**src/rtl/frame_loader.sv**
```systemverilog
// Frame loader: accepts a raster-order pixel stream and writes one frame into frame memory.
// Optional build macro FRAME_LOADER_SOF_RESYNC_EN: a mid-frame start-of-frame restarts the frame at address 0.
module frame_loader #(
    parameter int BITS    = 8,
    parameter int ADDRLEN = 19,
    parameter int ROW     = 480,
    parameter int COL     = 640
) (
    input  logic               clk,
    input  logic               rst,
    input  logic               in_valid,
    input  logic               in_sof,
    input  logic [BITS-1:0]    in_pixel,
    output logic               in_ready,
    input  logic               frame_release,
    output logic               mem_wen,
    output logic [ADDRLEN-1:0] mem_waddr,
    output logic [BITS-1:0]    mem_wdata,
    output logic               frame_done,
    output logic               sync_err
);

    // state | meaning
    // IDLE  | waiting for a start-of-frame beat
    // LOAD  | writing pixels, addr_q is the next write address
    // DONE  | full frame held in memory until frame_release
    typedef enum logic [1:0] {
        IDLE = 2'd0,
        LOAD = 2'd1,
        DONE = 2'd2
    } state_t;

    localparam logic [ADDRLEN-1:0] LAST_ADDR = ADDRLEN'(ROW * COL - 1);

    state_t             state_q, state_d;
    logic [ADDRLEN-1:0] addr_q, addr_d;
    logic               mem_wen_q, mem_wen_d;
    logic [ADDRLEN-1:0] mem_waddr_q, mem_waddr_d;
    logic [BITS-1:0]    mem_wdata_q, mem_wdata_d;
    logic               frame_done_q, frame_done_d;
    logic               sync_err_q, sync_err_d;
    logic               accept;
    logic               resync;

    assign in_ready = (state_q != DONE);
    assign accept   = in_valid && in_ready;

`ifdef FRAME_LOADER_SOF_RESYNC_EN
    assign resync = in_sof;
`else
    assign resync = 1'b0;
`endif

    always_comb begin
        state_d     = state_q;
        addr_d      = addr_q;
        mem_wen_d   = 1'b0;
        mem_waddr_d = mem_waddr_q;
        mem_wdata_d = mem_wdata_q;
        sync_err_d  = sync_err_q;
        case (state_q)
            IDLE: begin
                if (accept) begin
                    if (in_sof) begin
                        mem_wen_d   = 1'b1;
                        mem_waddr_d = '0;
                        mem_wdata_d = in_pixel;
                        addr_d      = ADDRLEN'(1);
                        state_d     = LOAD;
                    end else begin
                        sync_err_d = 1'b1;
                    end
                end
            end
            LOAD: begin
                if (accept) begin
                    mem_wen_d   = 1'b1;
                    mem_wdata_d = in_pixel;
                    if (resync) begin
                        sync_err_d  = 1'b1;
                        mem_waddr_d = '0;
                        addr_d      = ADDRLEN'(1);
                    end else begin
                        mem_waddr_d = addr_q;
                        if (addr_q == LAST_ADDR) begin
                            addr_d  = '0;
                            state_d = DONE;
                        end else begin
                            addr_d = addr_q + ADDRLEN'(1);
                        end
                    end
                end
            end
            DONE: begin
                if (frame_release) begin
                    state_d = IDLE;
                end
            end
            default: begin
                state_d = IDLE;
                addr_d  = '0;
            end
        endcase
        // frame_done tracks the next state so it rises alongside the last write
        frame_done_d = (state_d == DONE);
    end

    always_ff @(posedge clk) begin
        if (rst) begin
            state_q      <= IDLE;
            addr_q       <= '0;
            mem_wen_q    <= 1'b0;
            mem_waddr_q  <= '0;
            mem_wdata_q  <= '0;
            frame_done_q <= 1'b0;
            sync_err_q   <= 1'b0;
        end else begin
            state_q      <= state_d;
            addr_q       <= addr_d;
            mem_wen_q    <= mem_wen_d;
            mem_waddr_q  <= mem_waddr_d;
            mem_wdata_q  <= mem_wdata_d;
            frame_done_q <= frame_done_d;
            sync_err_q   <= sync_err_d;
        end
    end

    assign mem_wen    = mem_wen_q;
    assign mem_waddr  = mem_waddr_q;
    assign mem_wdata  = mem_wdata_q;
    assign frame_done = frame_done_q;
    assign sync_err   = sync_err_q;

endmodule

```
**config.mk**
```make
export PLATFORM = sky130hd
export DESIGN_NAME = frame_loader
export DESIGN_NICKNAME = d
export VERILOG_FILES = /design/src/rtl/frame_loader.sv
export SDC_FILE = /design/constraint.sdc
export NUM_CORES = 1
export LEC_CHECK = 0
export BUFFER_PORTS_ARGS = -buffer_cell sky130_fd_sc_hd__buf_2
export CORE_MARGIN = 5
export CORE_UTILIZATION = 25
export CTS_CLUSTER_DIAMETER = 200
export DETAILED_ROUTE_END_ITERATION = 12
export GPL_TIMING_DRIVEN = 0
export PLACE_DENSITY_LB_ADDON = 0.05
export SKIP_CTS_REPAIR_TIMING = 1
export SLEW_MARGIN = 20
export SYNTH_ARGS = -nofsm -noshare
export SYNTH_HDL_FRONTEND = slang
export SYNTH_SLANG_ARGS = --single-unit
```
**constraint.sdc**
```tcl
create_clock -name clk -period 2.6 [get_ports clk]
set_input_delay 0.13 -clock clk [delete_from_list [all_inputs] [get_ports clk]]
set_output_delay 0.13 -clock clk [all_outputs]
set_load 0.03 [all_outputs]
```
# --- Word level (Yosys, flattened, before mapping) ---
# Index checks and enable logic that the tools add are counted.
# W data, S select, Z words.
totals:
  register_bits: 51
  output_inout_bits: 31
op_classes:
  n_addsub: 1
  eq_ne: 8
  muxes: 23
  bitwise: 2
  reduce_logical: 6
op_table:
  columns: ["cell", "n"]
  rows:
  - ["$mux W19", 7]
  - ["$pmux W19 S3", 1]
  - ["$pmux W19 S2", 1]
  - ["$mux W8", 3]
  - ["$add A19 B1 Y19 const B", 1]
  - ["$eq A19 B19 Y1 const B", 1]
  - ["$pmux W8 S2", 1]
  - ["$mux W2", 5]
  - ["$ne A2 B2 Y1 const B", 4]
  - ["$reduce_and A4 Y1", 2]
  - ["$pmux W2 S3", 1]
  - ["$eq A2 B2 Y1 const B", 2]
  - ["$mux W1", 3]
  - ["$reduce_and A3 Y1", 1]
  - ["$eq A2 B1 Y1 const B", 1]
  - ["$logic_not A2 Y1", 1]
  - ["$not A1 Y1", 2]
  - ["$pmux W1 S2", 1]
  - ["$reduce_bool A2 Y1", 1]
  - ["$logic_and A1 B1 Y1", 1]

# --- Longest topological paths before layout ---
logic_depth:
  depth_word: 5
  depth_mapped: 8
  mapped_depth_nobuf: 6

# --- Least setup slack after synthesis ---
# Ideal clock, no wire load.
synth_path:
  path_type: "register to register"
  from: "register addr_q[0]"
  to: "register addr_q[9]"
  setup_time_ps: 115
  arrival_ps: 1441
  required_time_ps: 2485
  setup_slack_ps: 1044
  path_stages_with_launch: 8
  path_buffers: 1
  synth_period_minus_slack_ps: 1556
  cell_sequence: "dfxtp_1 > ha_1 > nand2_1 > a211oi_4 > nand3_1 > nand3_2 > buf_6 > nor2_1"
synth_between:
  elab_chain_len: 4
  word_cells_on_any_way: 5
  classes_between: "add/sub: 1; eq/ne: 1; mux: 3"
synth_lines:
  columns: ["element", "line_no", "rtl"]
  rows:
  - ["start, declared", "36", "logic [ADDRLEN-1:0] addr_q, addr_d;"]
  - ["start signal, assigned", "119", "addr_q <= addr_d;"]
  - ["$add A19 B1 Y19 or $eq A19 B19 Y1 (tied branches)", "89, 85", null]
  - ["$mux W19 (*)", "85", "if (addr_q == LAST_ADDR) begin"]
  - ["$mux W19 (*)", "76", "if (accept) begin"]
  - ["$pmux W19 S3 (*)", "61", "case (state_q)"]
# Every way passes the cells marked *; elsewhere a longest branch is shown, timed or not. The select of a mux whose other input is x is not followed.
# A chain may end at the register's enable or synchronous reset.

# --- Worst setup path in the final report ---
layout_path:
  from: "register addr_q[0]"
  to: "register addr_q[7]"
# The elaborated chain is that of the path after synthesis.

==> summary.md <==
| Metric | Value |
|---|---|
| HPWL after detailed placement | `roughly 3.8 mm` |
| Initial antenna violation count | `0` |
| Final Hold Viols | `0` |
| Area of the core | `between 8000 and 9000 sq um` |
| Layout Cells excl Fill | `~380` |
| Gr ovfl total | `0` |
| Seq/Total Area, Yosys | `around half` |
| Crit path max fanout | `10` |
| Int Power | `approximately 0.0011 W` |
| Startpoint types | `flip-flop` |
| Synth Register Bits | `between 50 and 60` |
| Clock sinks | `between 50 and 60` |
| Arr. time, crit path | `2.14 ns` |
| Area leader, netlist | `dfxtp_1` |
| Die Y | `slightly above 100 microns` |
| VDD IR max | `around 230 uV` |
| Die ar. | `roughly 10000 sq um` |
| Static leakage | `between 1 and 1.5 nW` |
| Post-synth top flop | `dfxtp_1` |
| Die X | `a little over 100 microns` |
| I/O Buffers | `42` |
| Mapped cell area | `2100 sq um` |
| CTS buffer count | `5` |
| Routed WL per cell | `14.1 microns` |
| Yosys Warn Count | `0` |
| Hold crit path type | `in2reg` |
| Post-route worst setup slack | `between 0.6 and 0.7 ns` |
| Initial Util | `around a quarter` |
| First-pass DRT Iterations | `4` |
| Sw Share | `between 20% and 30%` |
| Initial DRC count | `between 40 and 50` |
| Num ports | `44` |
| Mapped Nets | `between 200 and 250` |
| Synth-to-layout area growth | `21.4%` |
| DRT antenna net count | `0` |
| Diode count | `0` |
| Max Slew Vio Count | `0` |
| Final setup fails | `0` |
| Maxcap violations | `0` |
| Period utilization | `between 70% and 80%` |
| Fraction of layout cells with a size suffix above 1 | `approximately a quarter` |
| Power per cell area | `between 500 and 600 nW/um^2` |
| Clock buffer depth | `2` |
| CTS tree | `done` |
| Pre-CTS WS | `approximately 0.64 ns` |
| Routed wire length | `5.40 mm` |
| Shortest period the worst path allows | `roughly 1.9 ns` |
| Top cell type's share of synthesized area | `between 40 and 50%` |
| Post-synth EDFFs | `0` |
| Root buffer cell | `clkbuf_8` |
| Final core occ | `between 30% and 40%` |
| Top post-synthesis cells by area | `dfxtp_1 49%, a22o_1 7.9%, nand2_1 6.6%` |
| Sequential share of power | `54.2%` |
| Peak Freq | `about 520 MHz` |
| Yosys cell types | `41` |
| Nets | `292` |
| Slew headroom | `44.9%` |
| Logic pwr share | `between 7 and 8%` |
| Critical path capture point type | `flip-flop` |
| Max Clock Skew | `0.00932 ns` |
| Switching power | `~0.00036 W` |
| Placed cells | `roughly 380` |
| Post-Syn Area per Cell | `a little over 9 sq um` |
| Clock slew at reported path FFs | `about 0.1 ns` |
| Pin count of the biggest net entering global routing | `16` |
| Synth Instances | `about 230` |
| Core Rows | `33` |
| Drt drc | `0` |
| First-pass GRT wire length | `around 9 mm` |
| Routability cong. | `~0.70` |
| Clock power share | `around two fifths` |
| TNS Setup | `0 ns` |
| GRT Total Usage | `roughly 11%` |
| Synth cell count leaders | `51 x dfxtp_1, 37 x nand2_1, 29 x nor2_1, 19 x a21oi_1, 19 x a22o_1` |
| Tightest Pin Transition | `~0.82 ns` |
| RSZ-0062 raised after global routing | `false` |
| Post-DR vias/cell | `about 4.5` |
| Worst skew pair latency | `approximately 0.31 ns` |
| # fillers | `a little over 900` |
| Async set-or-reset flop fraction in the synthesized netlist | `0%` |
| Type of the worst setup path | `reg2reg` |
| Status | `complete, no violations` |
| CP required | `around 2.8 ns` |
| Vias in the first global route | `between 1.5k and 2k` |
| H-tree depth | `2` |
| Top-count cell post-synth | `dfxtp_1` |
| DR vias | `about 1.7k` |
## sequential cells by signal, summed over array words and instances (netlist names)
| signal | count |
|---|---|
| state_q | 2 |
| mem_wen | 1 |
| mem_wdata | 8 |
| addr_q | 19 |
| sync_err | 1 |
| mem_waddr | 19 |
| frame_done | 1 |
## layout by cell type (no fill, tap or decap), drive strengths merged
cell type and count:
ha 1, clkinv 1, and4 1, xor2 11, nor3b 1, or3b 1, nor3 4, o2bb2ai 1
nand4 6, xnor2 1, clkinvlp 1, or2b 1, and2 1, nand2b 3, nor2 29, nor4 4
a211oi 3, a21oi 19, nand2 37, a21o 1, o21ai 2, nand3 13, o41ai 1, a22o 19
bufinv 1, clkbuf 10, nand4b 1, buf 48, a41oi 1, o22a 1, dfxtp 51, a31oi 1
nor2b 2
## routing by layer
metal | wire length (microns) | GRT usage [%] | vias up | part of all wire (%)
met4 | 86 | 4.29 | 0 | 1.6
met3 | 254 | 2.82 | 7 | 4.7
met2 | 2320 | 17.0 | 31 | 43
met5 | 0 | 0 | - | 0
met1 | 2750 | 15.1 | 792 | 51
li1 | - | - | 907 | -
## final cells by class
class                   instances  area [sq um]  area share, %
well taps                     105           131           5.16
repair buffers                 42           210           8.26
inverters                       1          3.75          0.147
clock buffers                   5          68.8           2.70
plain buffers                  11          66.3           2.61
multi-input cells             166          1010           39.5
clock inverters                 2          37.5           1.47
flip-flops and latches         51          1020           40.1
## per-stage QoR
step	hold WS, ns	instance area (sq um)	power, W
5_1_grt	0.0333	2540	0.00154
4_1_cts	0.0335	2540	0.00150
2_1_floorplan	0.266	2100	0.000891
6_report	0.0439	2540	0.00147
3_5_place_dp	0.375	2440	0.000932
3_3_place_gp	0.373	2440	0.000932
## cells by family after synthesis
group / after synthesis / share of synthesized area [%]
simple gates: 104 / 25.0
flops: 51 / 48.7
compound gates: 49 / 17.4
xor+xnor: 12 / 5.01
buf+inv: 12 / 3.34
fa+ha+maj: 1 / 0.597
## power groups by stage
stage          Sequential (W)  Combinational [W]  Clock, W
3_5_place_dp         0.000816           0.000116         0
6_report             0.000798           0.000113  0.000560
3_3_place_gp         0.000816           0.000116         0
4_1_cts              0.000798           0.000116  0.000585
2_1_floorplan        0.000833          0.0000583         0
5_1_grt              0.000800           0.000125  0.000612
## path summary, 6_finish.rpt
kind,startpoint,end,slack [ns],cells after the start
worst max-delay path,addr_q[0]$_SDFFE_PP0P_,addr_q[7]$_SDFFE_PP0P_,0.67,7
worst min-delay path,in_pixel[3],mem_wdata[3]$_SDFFE_PP0P_,0.04,3
worst max register to register,addr_q[0]$_SDFFE_PP0P_,addr_q[7]$_SDFFE_PP0P_,0.67,7
worst min register to register,mem_wdata[0]$_SDFFE_PP0P_,mem_wdata[0]$_SDFFE_PP0P_,0.46,2
## worst max-delay path: stages, from the launching register on
cell and delay (ns):
dfxtp_1 0.43, ha_1 0.30, nand2_1 0.12, a211oi_4 0.46, nand3_1 0.16, nand3_2 0.15, buf_6 0.16, nor2_1 0.05
No activity file was read; power rests on OpenSTA's default activity.
